**config.mk**
```make
export PLATFORM = sky130hd
export DESIGN_NAME = hazard_ctrl
export DESIGN_NICKNAME = d
export VERILOG_FILES = /design/src/rtl/hazard_ctrl_pkg.sv /design/src/rtl/hazard_ctrl_sb_stage.sv /design/src/rtl/hazard_ctrl.sv
export SDC_FILE = /design/constraint.sdc
export NUM_CORES = 1
export LEC_CHECK = 0
export CORE_ASPECT_RATIO = 1.75
export CORE_MARGIN = 1
export CORE_UTILIZATION = 47
export DETAILED_ROUTE_END_ITERATION = 8
export DONT_BUFFER_PORTS = 1
export PLACE_DENSITY = 0.68
export SLEW_MARGIN = 20
export SYNTH_ARGS = -nofsm -noshare
export SYNTH_HDL_FRONTEND = slang
export SYNTH_SLANG_ARGS = --single-unit
```
**constraint.sdc**
```tcl
create_clock -name clk -period 2.8 [get_ports clk]
set_clock_uncertainty 0.15 [all_clocks]
set_input_delay 0.56 -clock clk [delete_from_list [all_inputs] [get_ports clk]]
set_output_delay 0.56 -clock clk [all_outputs]
set_load 0.02 [all_outputs]
```
**src/rtl/hazard_ctrl_pkg.sv**
```systemverilog
// hazard_ctrl_pkg: shared definitions for the pipeline hazard control unit.
//   hz_state_e  - hazard FSM states (HZ_RUN, HZ_STALL, HZ_FLUSH)
//   sb_entry_t  - one scoreboard entry {valid, dst, regwrite, memread}
//   REG_ZERO    - architectural zero register, never a real dependency
//   sb_match()  - true when an entry produces the register being read
// SB_DST_W fixes the scoreboard's destination field width; hazard_ctrl's
// REG_AW must not exceed it.
package hazard_ctrl_pkg;

  localparam int unsigned SB_DST_W = 5;
  localparam logic [SB_DST_W-1:0] REG_ZERO = '0;

  typedef enum logic [1:0] {
    HZ_RUN,
    HZ_STALL,
    HZ_FLUSH
  } hz_state_e;

  typedef struct packed {
    logic                valid;
    logic [SB_DST_W-1:0] dst;
    logic                regwrite;
    logic                memread;
  } sb_entry_t;

  function automatic logic sb_match(input sb_entry_t e, input logic [SB_DST_W-1:0] r);
    return e.valid && e.regwrite && (e.dst != REG_ZERO) && (e.dst == r);
  endfunction

endpackage

```
**src/rtl/hazard_ctrl_sb_stage.sv**
```systemverilog
// hz_sb_stage: one registered scoreboard entry with asynchronous clear.
//   clk, rst_n - clock and asynchronous active-low reset (clears to invalid)
//   entry_d    - entry to capture at the next rising edge
//   entry_q    - registered entry
module hz_sb_stage
  import hazard_ctrl_pkg::*;
(
  input  logic      clk,
  input  logic      rst_n,
  input  sb_entry_t entry_d,
  output sb_entry_t entry_q
);

  always_ff @(posedge clk or negedge rst_n) begin
    if (!rst_n) begin
      entry_q <= '0;
    end else begin
      entry_q <= entry_d;
    end
  end

endmodule

```
**src/rtl/hazard_ctrl.sv**
```systemverilog
// hazard_ctrl: hazard control unit beside the ID stage of the 5-stage pipe.
// Compares the ID instruction's sources against a registered shadow of the
// EX and MEM destinations, producing PC / IF-ID write enables, the ID/EX
// bubble select and the branch flush strobes, plus a saturating stall count.
//   clk, rst_n                  - clock, asynchronous active-low reset
//   id_valid, id_rs, id_rt      - ID instruction and its source registers
//   id_uses_rs, id_uses_rt      - which sources are actually read
//   id_dst, id_regwrite,
//   id_memread                  - ID destination / writes reg / is a load
//   br_taken                    - branch in EX resolved taken
//   pc_write, ifid_write        - PC and IF/ID enables (0 = hold)
//   ctrl_sel                    - 1 passes ID control, 0 inserts a bubble
//   ifid_flush, idex_flush      - clear strobes for a taken branch
//   stall_cycles                - saturating count of stall cycles
// Build option: HAZ_FORWARD_EN - EX/MEM forwarding exists, so only
// load-use dependencies on the EX entry stall.
module hazard_ctrl
  import hazard_ctrl_pkg::*;
#(
  parameter int unsigned REG_AW = 5,
  parameter int unsigned CNT_W  = 16
) (
  input  logic              clk,
  input  logic              rst_n,
  input  logic              id_valid,
  input  logic [REG_AW-1:0] id_rs,
  input  logic [REG_AW-1:0] id_rt,
  input  logic              id_uses_rs,
  input  logic              id_uses_rt,
  input  logic [REG_AW-1:0] id_dst,
  input  logic              id_regwrite,
  input  logic              id_memread,
  input  logic              br_taken,
  output logic              pc_write,
  output logic              ifid_write,
  output logic              ctrl_sel,
  output logic              ifid_flush,
  output logic              idex_flush,
  output logic [CNT_W-1:0]  stall_cycles
);

  sb_entry_t        ex_d, ex_q, mem_q;
  hz_state_e        state_d, state_q;
  logic             hazard, rs_hit, rt_hit;
  logic [CNT_W-1:0] stall_cycles_d, stall_cycles_q;

  hz_sb_stage u_ex (
    .clk     (clk),
    .rst_n   (rst_n),
    .entry_d (ex_d),
    .entry_q (ex_q)
  );

  hz_sb_stage u_mem (
    .clk     (clk),
    .rst_n   (rst_n),
    .entry_d (ex_q),
    .entry_q (mem_q)
  );

  // Register file writes before it reads, so the WB stage is never checked.
  always_comb begin
    rs_hit = 1'b0;
    rt_hit = 1'b0;
`ifdef HAZ_FORWARD_EN
    rs_hit = sb_match(ex_q, SB_DST_W'(id_rs)) && ex_q.memread;
    rt_hit = sb_match(ex_q, SB_DST_W'(id_rt)) && ex_q.memread;
`else
    rs_hit = sb_match(ex_q, SB_DST_W'(id_rs)) || sb_match(mem_q, SB_DST_W'(id_rs));
    rt_hit = sb_match(ex_q, SB_DST_W'(id_rt)) || sb_match(mem_q, SB_DST_W'(id_rt));
`endif
    hazard = id_valid && ((id_uses_rs && rs_hit) || (id_uses_rt && rt_hit));
  end

  // Only instructions actually issued into ID/EX enter the scoreboard.
  always_comb begin
    ex_d = '0;
    if (id_valid && ctrl_sel && !br_taken) begin
      ex_d.valid    = 1'b1;
      ex_d.dst      = SB_DST_W'(id_dst);
      ex_d.regwrite = id_regwrite;
      ex_d.memread  = id_memread;
    end
  end

  always_ff @(posedge clk or negedge rst_n) begin
    if (!rst_n) begin
      state_q        <= HZ_RUN;
      stall_cycles_q <= '0;
    end else begin
      state_q        <= state_d;
      stall_cycles_q <= stall_cycles_d;
    end
  end

  // FLUSH lasts one cycle and then decides exactly like RUN.
  always_comb begin
    state_d = state_q;
    unique case (state_q)
      HZ_RUN, HZ_FLUSH: begin
        if (br_taken)    state_d = HZ_FLUSH;
        else if (hazard) state_d = HZ_STALL;
        else             state_d = HZ_RUN;
      end
      HZ_STALL: begin
        if (br_taken)     state_d = HZ_FLUSH;
        else if (!hazard) state_d = HZ_RUN;
        else              state_d = HZ_STALL;
      end
      default: state_d = HZ_RUN;
    endcase
  end

  // Every cycle heading into STALL is exactly a hazard cycle without a branch.
  always_comb begin
    stall_cycles_d = stall_cycles_q;
    if ((state_d == HZ_STALL) && (stall_cycles_q != '1)) begin
      stall_cycles_d = stall_cycles_q + CNT_W'(1);
    end
  end

  // Control outputs are combinational; reset forces everything quiet.
  always_comb begin
    pc_write   = 1'b0;
    ifid_write = 1'b0;
    ctrl_sel   = 1'b0;
    ifid_flush = 1'b0;
    idex_flush = 1'b0;
    if (rst_n) begin
      if (br_taken) begin
        pc_write   = 1'b1;
        ifid_write = 1'b1;
        ifid_flush = 1'b1;
        idex_flush = 1'b1;
      end else if (!hazard) begin
        pc_write   = 1'b1;
        ifid_write = 1'b1;
        ctrl_sel   = 1'b1;
      end
    end
  end

  assign stall_cycles = stall_cycles_q;

endmodule

```
==> impl_metrics.env, run 1 <==
export IMPL_synth_ff_type="dfrtp_1"
export IMPL_min_from="u_ex.entry_q[7]"
export IMPL_worstHoldEndpoint="u_mem.entry_q[7]"
export IMPL_start_util_pct=48.5
export IMPL_seq_area_um2=801
export IMPL_nFillCells=301
export IMPL_drt_initial_drc_count=15
export IMPL_num_vias=1115
export IMPL_coreArea_mm2=0.00336
export IMPL_synth_area_mm2=0.00163
export IMPL_finalCritPeriodShare_pct=98.9
export IMPL_rsz0062_at_grt="yes"
export IMPL_clock_fmax_mhz=361
export IMPL_cts_root_buf="clkbuf_8"
export IMPL_via_per_inst=5.41
export IMPL_grt_pass1_vias=1188
export IMPL_cts_made_buffers=5
export IMPL_drive_gt1_share_pct=26.7
export IMPL_min_path_cells=0
export IMPL_ir_drop_mv=0.297
export IMPL_clock_path_buffers=2
export IMPL_slew_violations=0
export IMPL_worstPathRequired_ps=2090
export IMPL_multiInputGateArea_um2=821
export IMPL_grt_max_degree=33
export IMPL_rows=28
export IMPL_hpwl_um=2330
export IMPL_synth_most_common_cell="dfrtp_1"
export IMPL_routedWlPerCell_um=16.1
export IMPL_netlist_instances=142
export IMPL_syn_area_per_cell_um2=11.5
export IMPL_synth_commonest_cells="dfrtp_1 (32), xnor2_1 (27), nand3_2 (9)"
export IMPL_htreeDepth=2
export IMPL_setup_violations=0
export IMPL_critical_path_arrival_ps=2060
export IMPL_worstPathMaxFanout=4
export IMPL_yosys_area_top_type="dfrtp_1"
export IMPL_hold_viol=0
export IMPL_io_pins=44
export IMPL_dr_pass1_iters=4
export IMPL_fin_util_pct=57.3
export IMPL_end_kind="primary output"
export IMPL_r2r_slack_ps=410
export IMPL_setup_slack_ps=30.5
export IMPL_grt_overflow=0
export IMPL_cts_sinks=32
export IMPL_power_leakage_nw=0.820
export IMPL_synth_seq_cells=32
export IMPL_track_usage_pct=19.8
export IMPL_die_area_mm2=0.00372
export IMPL_antenna_found_initial=0
export IMPL_worst_slew_pin_slew_ps=414
export IMPL_maxSlewHeadroom_pct=72.2
export IMPL_r2r_start="stall_cycles[0]"
export IMPL_worstSetupPathType="reg -> out"
export IMPL_drc=0
export IMPL_power_density_mw_per_mm2=473
export IMPL_clk_latency_ps=280
export IMPL_grt_pass1_wl_um=5090
export IMPL_drv_cap=0
export IMPL_syn_to_final_growth_pct=17.9
export IMPL_r2r_end="stall_cycles[1]"
export IMPL_gp_congestion=0.902
export IMPL_cts_tree="yes"
export IMPL_hold_path_class="reg -> reg"
export IMPL_num_antenna_cells=0
export IMPL_critPathLaunchType="flip-flop"
export IMPL_die_w_um=46.6
export IMPL_routed_wl_um=3320
export IMPL_yosys_top_cells_area="dfrtp_1 (49%), xnor2_1 (14%), nand3_2 (5.5%)"
export IMPL_synthesis_nets=166
export IMPL_die_h_um=80.0
export IMPL_synth_edf_count=0
export IMPL_dp_slack_ps=242
export IMPL_portBuffers=0
export IMPL_async_flop_share_pct=100
export IMPL_outcome="finished clean"
export IMPL_synth_cell_types=30
export IMPL_r2r_cells=7
export IMPL_post_route_min_period_ps=2770
export IMPL_ys_warn_count=0
export IMPL_ant_nets=0
export IMPL_synth_top_cell_area_share_pct=49.0
export IMPL_final_nets=185
export IMPL_ys_seq_area_share_pct=49.0
export IMPL_cts_clk_slew_worst_paths_ps=60
-- cell families after synthesis --
logic type / after synthesis / synth area share (%)
AOI/OAI and AO/OA: 8 / 5.21
muxes: 1 / 0.690
adders and majority gates: 1 / 0.766
DFF: 32 / 49.0
buffers and inverters: 6 / 2.30
and+or+nand+nor: 59 / 23.2
xor gates and xnor gates: 35 / 18.8
-- cells in the final DEF, fill, tap and decap left out, types with 2 or more instances in the layout --
cell type,instances
and3_1,4
nor2_1,4
and2_0,2
nand3_1,4
clkbuf_8,7
nor2_4,2
dfrtp_1,32
nor3_1,3
xnor2_1,27
inv_1,3
buf_4,12
and2_1,7
xor2_1,8
nand4_1,6
o21ai_2,2
or4_4,2
buf_12,2
nand3_2,9
nand2_1,7
a21boi_0,2
nor4_1,3
-- layout make-up --
cell class	count	area share [%]
Clock buffer	7	5.00
Inverter	3	0.585
Multi-Input combinational cell	104	42.6
Sequential cell	32	41.6
Tap cell	45	2.92
Timing Repair Buffer	15	7.28
-- worst max path at each step --
stage                     startpoint          to  slack (ps)  cells past startpoint
global placement     u_ex.entry_q[3]  ifid_write         260                      7
CTS                 u_mem.entry_q[3]  ifid_write        0.01                      7
finish              u_mem.entry_q[3]  ifid_write          30                      7
detailed placement  u_mem.entry_q[3]  ifid_write         240                      7
floorplan            u_ex.entry_q[3]    pc_write         100                      8
global route         u_ex.entry_q[3]  ifid_write         -80                      7
-- what timing repair did --
| action | 4_1_cts | 5_1_grt |
|---|---|---|
| gates resized for setup | 0 | 5 |
| hold endpoints to repair | 32 | 0 |
| hold buffers | 2 | 0 |
| buffers inserted | 8 | 1 |
| setup endpoints to repair | 3 | 3 |
| pin swaps | 4 | 4 |
-- registers in the layout, indices dropped and copies added (netlist names) --
register and cells:
state_q 2, stall_cycles 16, u_ex.entry_q 7, u_mem.entry_q 7
-- power by group --
part	leakage, nW	internal (W)	switching [W]
Combinational	0.334	0.0000318	0.0000314
Sequential	0.436	0.000469	0.00000567
Clock	0.0503	0.000218	0.000155
Total	0.820	0.000719	0.000192
-- per-stage QoR --
step	power (W)	hold WS [ps]	setup TNS [ps]	instance area, µm²	std cells
global route	0.000944	237	-216	1930	206
finish	0.000911	223	0	1930	206
global placement	0.000523	115	0	1710	188
CTS	0.000918	224	0	1890	205
floorplan	0.000517	114	0	1640	142
detailed placement	0.000525	115	0	1710	188
-- routing by layer --
layer / wire, µm / GRT usage, % / vias up / part of all wire (%)
met2: 1870 / 32.5 / 35 / 56
met4: 68 / 10.0 / 0 / 2.0
met3: 225 / 6.33 / 8 / 6.8
li1: - / - / 519 / -
met1: 1160 / 21.5 / 553 / 35
met5: 0 / 0 / - / 0
-- worst max-delay path, stage by stage (launching register included) --
cell,delay (ps)
dfrtp_1,390
or4_4,550
nor2_4,110
nor4_2,60
o21ai_2,250
a21boi_2,110
nor2b_2,170
buf_12,140
Power figures use the tool's default switching activity.
==> inputs of run 2 (changes only) <==
--- a/config.mk
+++ b/config.mk
@@ -5,6 +5,7 @@
 export SDC_FILE = /design/constraint.sdc
 export NUM_CORES = 1
 export LEC_CHECK = 0
+export CAP_MARGIN = 20
 export CORE_ASPECT_RATIO = 1.75
 export CORE_MARGIN = 1
 export CORE_UTILIZATION = 47
==> results of run 2 <==
Same layout as run 1: the final DEF is identical, and so are final timing and power.
==> inputs of run 3 (changes only) <==
--- a/config.mk
+++ b/config.mk
@@ -12,6 +12,7 @@
 export DETAILED_ROUTE_END_ITERATION = 8
 export DONT_BUFFER_PORTS = 1
 export PLACE_DENSITY = 0.68
+export SKIP_CTS_REPAIR_TIMING = 1
 export SLEW_MARGIN = 20
 export SYNTH_ARGS = -nofsm -noshare
 export SYNTH_HDL_FRONTEND = slang
==> impl_metrics.env, run 3 (synthesis gave the netlist of run 1 again) <==
export IMPL_gp_congestion=0.902
export IMPL_layout_common_cells="dfrtp_1 (32), xnor2_1 (27), buf_4 (10)"
export IMPL_critical_path_arrival_ps=2140
export IMPL_clock_fmax_mhz=351
export IMPL_cts_root_buf="clkbuf_8"
export IMPL_cp_cell_sequence="or4_4 -> nor2_4 -> nor4_2 -> o21ai_2 -> a21boi_2 -> nor2b_2 -> buf_12"
export IMPL_power_density_mw_per_mm2=475
export IMPL_clk_latency_ps=280
export IMPL_ir_drop_mv=0.274
export IMPL_dr_pass1_iters=4
export IMPL_nFillCells=300
export IMPL_largest_reg_flops=16
export IMPL_drive_gt1_share_pct=27.0
export IMPL_portBuffers=0
export IMPL_drt_initial_drc_count=16
export IMPL_rows=28
export IMPL_syn_to_final_growth_pct=17.6
export IMPL_placed_cells=188
export IMPL_power_leakage_nw=0.814
export IMPL_rsz0062_at_grt="yes"
export IMPL_cts_tree="yes"
export IMPL_end_kind="primary output"
export IMPL_worst_slew_pin_slew_ps=413
export IMPL_seq_area_um2=801
export IMPL_grt_pass1_wl_um=4720
export IMPL_final_nets=183
export IMPL_power_w=0.000913
export IMPL_met1_usage_pct=19.9
export IMPL_worstPathRequired_ps=2090
export IMPL_drv_cap=0
export IMPL_finalCritPeriodShare_pct=102
export IMPL_cts_clk_slew_worst_paths_ps=60
export IMPL_grt_overflow=0
export IMPL_cts_sinks=32
export IMPL_die_w_um=46.6
export IMPL_hpwl_um=2330
export IMPL_setup_slack_ps=-52.1
export IMPL_grt_pass1_vias=1134
export IMPL_clock_path_buffers=2
export IMPL_met2_usage_pct=29.4
export IMPL_slowest_stage="or4_4"
export IMPL_maxSlewHeadroom_pct=72.3
export IMPL_slowest_delay_ps=540
export IMPL_die_h_um=80.0
export IMPL_setup_violations=3
export IMPL_ant_nets=0
export IMPL_drc=0
export IMPL_cts_made_buffers=5
export IMPL_num_antenna_cells=0
export IMPL_die_area_mm2=0.00372
export IMPL_start_util_pct=48.5
export IMPL_grt_max_degree=37
export IMPL_use_met3_pct=6.33
export IMPL_dpl_instance_area_mm2=0.00171
export IMPL_violations="negative setup slack"
export IMPL_stdcell_count=204
export IMPL_fin_area_mm2=0.00192
export IMPL_post_route_min_period_ps=2850
export IMPL_layout_commonest_cell="dfrtp_1"
export IMPL_num_vias=1101
export IMPL_worstSetupPathType="reg -> out"
export IMPL_routed_wl_um=3430
export IMPL_busiest_layer="met2"
export IMPL_htreeDepth=2
export IMPL_hold_viol=0
export IMPL_track_usage_pct=18.3
export IMPL_outcome="finished, violations left"
export IMPL_critPathLaunchType="flip-flop"
export IMPL_routedWlPerCell_um=16.8
export IMPL_hold_path_class="reg -> reg"
export IMPL_via_per_inst=5.40
export IMPL_coreArea_mm2=0.00336
export IMPL_worstPathMaxFanout=4
export IMPL_multiInputGateArea_um2=831
export IMPL_slew_violations=0
export IMPL_antenna_found_initial=0
export IMPL_io_pins=44
run 3: changes by cell type in the layout (fill, tap and decap cells not counted), sizes merged:
cell,before,now
buf,14,12
run 3: cell type report:
class                   count  share of cell area, %
multi-input cells         104                   43.3
inverters                   3                  0.586
flip-flops and latches     32                   41.7
repair buffers             13                   6.51
well taps                  45                   2.93
clock buffers               7                   5.02
run 3: per-layer routing:
| metal | vias to the layer above | part of all wire (%) |
|---|---|---|
| li1 | 515 | - |
| met1 | 544 | 35 |
| met2 | 35 | 58 |
| met3 | 7 | 5.5 |
| met4 | 0 | 2.2 |
| met5 | - | 0 |
run 3: critical path, delay by kind of cell (launching register included):
family	cells	cell delay, ps
DFF	1	410
AOI/OAI and AO/OA	2	410
buffers and inverters	1	140
and+or+nand+nor	4	910
run 3: stage by stage:
stage	setup slack, ps	TNS, ps	utilization (%)	hold slack, ps
after global placement	260	0	50.8	115
after detailed placement	242	0	50.8	115
final	-52.1	-120	57.1	224
after CTS	-70.0	-190	53.6	-187
after floorplan	102	0	-	114
after global routing	-133	-366	57.1	237
run 3: power by group:
part / total, W / internal [W] / leakage (nW) / switching (W)
registers: 0.000475 / 0.000469 / 0.436 / 0.00000620
logic: 0.0000658 / 0.0000331 / 0.328 / 0.0000327
clock network: 0.000372 / 0.000219 / 0.0503 / 0.000153
total: 0.000913 / 0.000720 / 0.814 / 0.000192
run 3: final timing paths:
| check | from | to | slack, ps | depth (start not counted) |
|---|---|---|---|---|
| max | u_ex.entry_q[3] | ifid_write | -50 | 7 |
| min | u_ex.entry_q[7] | u_mem.entry_q[7] | 220 | 0 |
| max reg2reg | u_ex.entry_q[3] | stall_cycles[1] | 340 | 8 |
| min reg2reg | u_ex.entry_q[7] | u_mem.entry_q[7] | 220 | 0 |
| max in group asynchronous | rst_n | u_ex.entry_q[5] | 1740 | 2 |
| min in group asynchronous | rst_n | stall_cycles[6] | 590 | 2 |
